$ cat config.mk
export PLATFORM = sky130hd
export DESIGN_NAME = m2vside_queue
export DESIGN_NICKNAME = d
export VERILOG_FILES = /design/src/rtl/m2v_pkg.sv /design/src/rtl/m2vside_ram.sv /design/src/rtl/m2vside_queue.sv
export SDC_FILE = /design/constraint.sdc
export NUM_CORES = 1
export LEC_CHECK = 0
export CAP_MARGIN = 20
export CORE_MARGIN = 2
export CORE_UTILIZATION = 59
export DETAILED_ROUTE_END_ITERATION = 7
export GPL_TIMING_DRIVEN = 0
export PLACE_DENSITY = 0.84
export SYNTH_ARGS = -nofsm -noshare
export SYNTH_HDL_FRONTEND = slang
export SYNTH_HIERARCHICAL = 1
export SYNTH_SLANG_ARGS = --single-unit
export TNS_END_PERCENT = 1
$ cat constraint.sdc
create_clock -name clk -period 8.88 [get_ports clk]
set_clock_uncertainty 0.05 [all_clocks]
set_input_delay 1.776 -clock clk [delete_from_list [all_inputs] [get_ports clk]]
set_output_delay 1.776 -clock clk [all_outputs]
set_load 0.005 [all_outputs]
$ cat src/rtl/m2v_pkg.sv
// Shared side-information record layout for the MPEG-2 video side queue.
// Fields are packed LSB-first: enable, coded, block[2:0], intra, mb_y, mb_x, mv_v, mv_h.
package m2v_pkg;

   localparam int FLAG_W     = 6;
   localparam int BLOCK_W    = 3;
   localparam int OFF_ENABLE = 0;
   localparam int OFF_CODED  = 1;
   localparam int OFF_BLOCK  = 2;
   localparam int OFF_INTRA  = 5;
   localparam int OFF_MB_Y   = FLAG_W;

   function automatic int side_width(input int mvh_w, input int mvv_w,
                                     input int mbx_w, input int mby_w);
      return mvh_w + mvv_w + mbx_w + mby_w + FLAG_W;
   endfunction

   function automatic int off_mb_x(input int mby_w);
      return OFF_MB_Y + mby_w;
   endfunction

   function automatic int off_mv_v(input int mbx_w, input int mby_w);
      return off_mb_x(mby_w) + mbx_w;
   endfunction

   function automatic int off_mv_h(input int mvv_w, input int mbx_w, input int mby_w);
      return off_mv_v(mbx_w, mby_w) + mvv_w;
   endfunction

endpackage

$ cat src/rtl/m2vside_ram.sv
// Record storage: one synchronous write port, one asynchronous read port, no reset.
module m2vside_ram #(
   parameter int DEPTH  = 4,
   parameter int ADDR_W = 2,
   parameter int WIDTH  = 36
) (
   input  logic              clk,
   input  logic              we,
   input  logic [ADDR_W-1:0] waddr,
   input  logic [WIDTH-1:0]  wdata,
   input  logic [ADDR_W-1:0] raddr,
   output logic [WIDTH-1:0]  rdata
);

   logic [WIDTH-1:0] mem_q [DEPTH];

   // Write port; contents are deliberately left unreset.
   always_ff @(posedge clk) begin
      if (we) begin
         mem_q[waddr] <= wdata;
      end
   end

   assign rdata = mem_q[raddr];

endmodule

$ cat src/rtl/m2vside_queue.sv
// Side-information queue between the MPEG-2 parser and block decoder.
// block_start pops the head into registered out_* fields; empty pops zero them and flag underflow.
module m2vside_queue
   import m2v_pkg::*;
#(
   parameter int MVH_WIDTH = 10,
   parameter int MVV_WIDTH = 10,
   parameter int MBX_WIDTH = 6,
   parameter int MBY_WIDTH = 5,
   parameter int DEPTH     = 4
) (
   input  logic                         clk,
   input  logic                         reset_n,
   input  logic                         flush,
   input  logic [MVH_WIDTH-1:0]         in_mv_h,
   input  logic [MVV_WIDTH-1:0]         in_mv_v,
   input  logic [MBX_WIDTH-1:0]         in_mb_x,
   input  logic [MBY_WIDTH-1:0]         in_mb_y,
   input  logic                         in_mb_intra,
   input  logic                         in_coded,
   input  logic                         in_enable,
   input  logic [2:0]                   in_block,
   input  logic                         in_valid,
   output logic                         in_ready,
   input  logic                         block_start,
   output logic [MVH_WIDTH-1:0]         out_mv_h,
   output logic [MVV_WIDTH-1:0]         out_mv_v,
   output logic [MBX_WIDTH-1:0]         out_mb_x,
   output logic [MBY_WIDTH-1:0]         out_mb_y,
   output logic                         out_mb_intra,
   output logic [2:0]                   out_block,
   output logic                         out_coded,
   output logic                         out_enable,
   output logic [$clog2(DEPTH+1)-1:0]   count,
   output logic                         empty,
   output logic                         full,
   output logic                         err_ovf,
   output logic                         err_udf
);

   localparam int SIDE_W  = side_width(MVH_WIDTH, MVV_WIDTH, MBX_WIDTH, MBY_WIDTH);
   localparam int PTR_W   = $clog2(DEPTH);
   localparam int CNT_W   = $clog2(DEPTH + 1);
   localparam int OFF_MBX = off_mb_x(MBY_WIDTH);
   localparam int OFF_MVV = off_mv_v(MBX_WIDTH, MBY_WIDTH);
   localparam int OFF_MVH = off_mv_h(MVV_WIDTH, MBX_WIDTH, MBY_WIDTH);

   localparam logic [PTR_W-1:0]  PTR_ONE  = PTR_W'(1);
   localparam logic [CNT_W-1:0]  CNT_ONE  = CNT_W'(1);
   localparam logic [CNT_W-1:0]  CNT_FULL = CNT_W'(DEPTH);

   logic [PTR_W-1:0]  wr_ptr_q, wr_ptr_d;
   logic [PTR_W-1:0]  rd_ptr_q, rd_ptr_d;
   logic [CNT_W-1:0]  count_q, count_d;
   logic [SIDE_W-1:0] out_rec_q, out_rec_d;
   logic              err_ovf_q, err_ovf_d;
   logic              err_udf_q, err_udf_d;

   logic              empty_s, full_s, push_s, pop_s, we_s;
   logic [SIDE_W-1:0] wr_data_s, rd_data_s;

   assign wr_data_s = {in_mv_h, in_mv_v, in_mb_x, in_mb_y,
                       in_mb_intra, in_block, in_coded, in_enable};

   assign empty_s = (count_q == {CNT_W{1'b0}});
   assign full_s  = (count_q == CNT_FULL);
   assign push_s  = in_valid & ~full_s;
   assign pop_s   = block_start & ~empty_s;
   assign we_s    = push_s & ~flush;

   m2vside_ram #(
      .DEPTH  (DEPTH),
      .ADDR_W (PTR_W),
      .WIDTH  (SIDE_W)
   ) u_ram (
      .clk   (clk),
      .we    (we_s),
      .waddr (wr_ptr_q),
      .wdata (wr_data_s),
      .raddr (rd_ptr_q),
      .rdata (rd_data_s)
   );

   // Next-state: pointers, occupancy, output record and sticky errors.
   always_comb begin
      wr_ptr_d  = wr_ptr_q;
      rd_ptr_d  = rd_ptr_q;
      count_d   = count_q;
      out_rec_d = out_rec_q;
      err_ovf_d = err_ovf_q;
      err_udf_d = err_udf_q;
      if (flush) begin
         wr_ptr_d  = {PTR_W{1'b0}};
         rd_ptr_d  = {PTR_W{1'b0}};
         count_d   = {CNT_W{1'b0}};
         out_rec_d = {SIDE_W{1'b0}};
         err_ovf_d = 1'b0;
         err_udf_d = 1'b0;
      end else begin
         if (push_s) begin
            wr_ptr_d = wr_ptr_q + PTR_ONE;
         end else begin
            wr_ptr_d = wr_ptr_q;
         end
         // No bypass: an empty pop zeroes the outputs even if a push lands on the same edge.
         if (pop_s) begin
            out_rec_d = rd_data_s;
            rd_ptr_d  = rd_ptr_q + PTR_ONE;
         end else if (block_start) begin
            out_rec_d = {SIDE_W{1'b0}};
            err_udf_d = 1'b1;
         end else begin
            out_rec_d = out_rec_q;
         end
         if (in_valid && full_s) begin
            err_ovf_d = 1'b1;
         end else begin
            err_ovf_d = err_ovf_q;
         end
         case ({push_s, pop_s})
            2'b10:   count_d = count_q + CNT_ONE;
            2'b01:   count_d = count_q - CNT_ONE;
            default: count_d = count_q;
         endcase
      end
   end

   // State registers with asynchronous active-low reset.
   always_ff @(posedge clk or negedge reset_n) begin
      if (!reset_n) begin
         wr_ptr_q  <= {PTR_W{1'b0}};
         rd_ptr_q  <= {PTR_W{1'b0}};
         count_q   <= {CNT_W{1'b0}};
         out_rec_q <= {SIDE_W{1'b0}};
         err_ovf_q <= 1'b0;
         err_udf_q <= 1'b0;
      end else begin
         wr_ptr_q  <= wr_ptr_d;
         rd_ptr_q  <= rd_ptr_d;
         count_q   <= count_d;
         out_rec_q <= out_rec_d;
         err_ovf_q <= err_ovf_d;
         err_udf_q <= err_udf_d;
      end
   end

   assign out_enable   = out_rec_q[OFF_ENABLE];
   assign out_coded    = out_rec_q[OFF_CODED];
   assign out_block    = out_rec_q[OFF_BLOCK +: BLOCK_W];
   assign out_mb_intra = out_rec_q[OFF_INTRA];
   assign out_mb_y     = out_rec_q[OFF_MB_Y +: MBY_WIDTH];
   assign out_mb_x     = out_rec_q[OFF_MBX +: MBX_WIDTH];
   assign out_mv_v     = out_rec_q[OFF_MVV +: MVV_WIDTH];
   assign out_mv_h     = out_rec_q[OFF_MVH +: MVH_WIDTH];

   assign count    = count_q;
   assign empty    = empty_s;
   assign full     = full_s;
   assign in_ready = ~full_s;
   assign err_ovf  = err_ovf_q;
   assign err_udf  = err_udf_q;

endmodule

==> out/results.tsv <==
stage	metric	value	unit
clock_network	clk sinks	194	
synth	Syn Nets	382	
die	Placement Rows	40	
power_and_ir_drop	Pwr Density	225.4	nW/um^2
cells_and_area	final layout net count	495	
power_and_ir_drop	total power	2.035	mW
timing	worst setup margin	4.998	ns
timing	final setup fails	0	
synth	synth cell count leaders	edfxtp_1, dfrtp_1, a22o_1	
setup_path	Critical Path RT	7.05	ns
setup_path	Worst Path Arrival	2.06	ns
synth	post-synth top area share	61.01	%
timing	worst hold slack	0.4479	ns
synth	top cells by area, synth	edfxtp_1, dfrtp_1, mux4_2, a22o_1, mux4_1	
setup_path	CP Cell Sequence	or3b_2, inv_1, clkdlybuf4s50_1	
clock_network	Clock Path Buffers	2	
synth	Cell Area, Synth	7284	sq um
timing	Slew Limit Fails	0	
global_routing	vias in the first global route	3850	
drt	vias	3720	
synth	Synth cell types	34	
power_and_ir_drop	worst vdd ir	0.1795	mV
drt	number of vias per cell	6.078	
die	core area	12010	sq um
timing	Final Cycle Share	43.72	%
drt	final WL	13790	microns
clock_network	CTS root buf	clkbuf_16	
die	Die X	115.1	microns
synth	per-instance average area after synthesis	21.49	sq um
setup_path	CP Launch Type	flop	
die	Initial Util	60.65	%
synth	Seq/Total Area, Yosys	76.81	%
place	I/O Buffers	86	
clock_network	CTS-repair resized insts	0	
timing	Worst-Margin Slew	0.8183	ns
synth	cell with the most instances after synthesis	edfxtp_1	
die	Die Y-Extent	115.1	microns
global_routing	GR Overflow Total	0	
place	dpl hpwl	8529	microns
timing	Slew HR	45.24	%
setup_path	Crit Path Category	flop to output port	
synth	fraction of registers with async set/reset	23.71	%
power_and_ir_drop	P_leak	3.225	nW
die	top-level port count	87	
setup_path	Buf+Inv Stages, Crit Path	2	
synth	main flop type after synthesis	edfxtp_1	
clock_network	CTS tree	built	
timing	Max Clock Freq	257.6	MHz
clock_network	CTS clk-pin slew, worst paths	0.06	ns
flow_run	max-cap violations	0	
place	dpl ws	4.714	ns
drt	ANT nets after route	0	
synth	Synth area leader	edfxtp_1	
cells_and_area	# diodes	0	
cells_and_area	Post-Layout Cell Count	612	
setup_path	Top delay family on crit path	buffers and inverters	
synth	EDFF count, synth	148	
drt	DRC Markers	0	
cells_and_area	area occupied by multi-input gates	1514	sq um
status	status	finished, final reports clean	
synth	#FFs+latches synth	194	
global_routing	largest net degree at the start of global routing	32	
cells_and_area	register area	5595	sq um
cells_and_area	share of cells above drive strength 1	18.92	%
timing	RSZ-0062 raised after global routing	false	
global_routing	Global Route Usage Sum	22.24	%
clock_network	clk_lat worst skew	0.43	ns
drt	Iteration-0 DRC Markers	232	
place	placed insts	580	
cells_and_area	# fillers	678	
timing	setup TNS	0	ns
drt	drt wl/cell	22.53	microns
die	die area	13250	sq um
clock_network	Post-CTS Setup Bufs	0	
place	routability congestion estimate	0.7684	
synth	yosys warns	6	
clock_network	CTS Hold Bufs	0	
setup_path	critical path's slowest cell	or3b_2	
global_routing	initial antenna violation count	0	
setup_path	critical path endpoint category	output port	
hold_path	HP Class	flop to flop	
setup_path	slowest stage delay, CP	0.55	ns
setup_path	worst-path maximum fanout	9	
drt	drt first pass iters	4	
clock_network	CTS H-Tree Depth	4	
cells_and_area	Area Growth Syn to Fin	23.94	%
global_routing	first-pass GRT wire length	20840	microns
clock_network	CTS Buf Count	17	
synth	Synth Instances	339	
timing	final hold vios	0	
timing	Tmin final	3.882	ns
[cell families after synthesis]
| logic type | Yosys count | synth area share [%] |
|---|---|---|
| muxes | 39 | 12.07 |
| and+or+nand+nor | 28 | 2.233 |
| adders and majority gates | 1 | 0.2748 |
| AOI/OAI and AO/OA | 49 | 5.359 |
| buffers and inverters | 22 | 2.525 |
| xor gates and xnor gates | 6 | 0.7214 |
| DFF | 194 | 76.81 |
[final timing paths]
kind / start / cells past startpoint / slack (ns) / to
hold reg to reg: err_ovf$_DFFE_PN0P_ / 2 / 0.45 / err_ovf$_DFFE_PN0P_
setup reg to reg: count[0]$_DFFE_PN0P_ / 8 / 6.54 / count[1]$_DFFE_PN0P_
min in group asynchronous: reset_n / 1 / 1.22 / count[1]$_DFFE_PN0P_
hold / removal: err_ovf$_DFFE_PN0P_ / 2 / 0.45 / err_ovf$_DFFE_PN0P_
setup / recovery: count[0]$_DFFE_PN0P_ / 3 / 5.00 / full
max in group asynchronous: reset_n / 2 / 7.03 / out_rec_q[20]$_DFFE_PN0P_
[worst register-to-register path: cells and delay by family (launching register included)]
kind                     cells  cell delay, ns
adder cells (fa/ha/maj)      1            0.54
AND/OR/NAND/NOR              3            0.74
flip-flops                   1            0.48
AO/OA/AOI/OAI                4            0.45
[layout make-up]
class | instances | area share (%)
plain buffers | 18 | 1.871
clock buffers | 27 | 5.460
clock inverters | 5 | 0.8592
inverters | 4 | 0.1663
multi-input cells | 123 | 16.77
flip-flops and latches | 194 | 61.97
well taps | 147 | 2.037
repair buffers | 94 | 10.86
[state kept, by name, indices dropped and copies added, names as in the netlist]
name         cells
out_rec_q       37
u_ram/mem_q    148
err_ovf          1
count            3
err_udf          1
wr_ptr_q         2
rd_ptr_q         2
[per-layer routing]
layer,part of all wire [%],global-route usage (%)
met5,0,0
met2,53,37.33
met3,4.7,6.009
met4,2.1,9.719
met1,40,27.56
[cells in the final DEF, fill, tap and decap left out, types with 8 or more instances in the layout]
cell type / Yosys / layout
clkdlybuf4s50_1: 0 / 85
dfrtp_1: 46 / 46
a22o_1: 37 / 37
edfxtp_1: 148 / 148
clkbuf_16: 0 / 17
buf_6: 5 / 9
clkbuf_1: 1 / 8
mux4_2: 30 / 30
nor2_1: 12 / 12
buf_2: 7 / 8
[where the power goes]
group	internal [mW]	switching [mW]	leakage, nW	total (mW)
Sequential	1.02	0.0214	1.97	1.04
Combinational	0.142	0.108	0.977	0.251
Clock	0.436	0.303	0.276	0.740
Total	1.60	0.433	3.22	2.03
[metrics by stage]
| stage | util, % | cell area, sq um |
|---|---|---|
| final | 75.17 | 9029 |
| after global routing | 75.17 | 9029 |
| after CTS | 75.17 | 9029 |
| after detailed placement | 70.42 | 8458 |
| after global placement | 69.34 | 8329 |
| after floorplan | - | 7284 |
(Power assumes the default switching activity.)
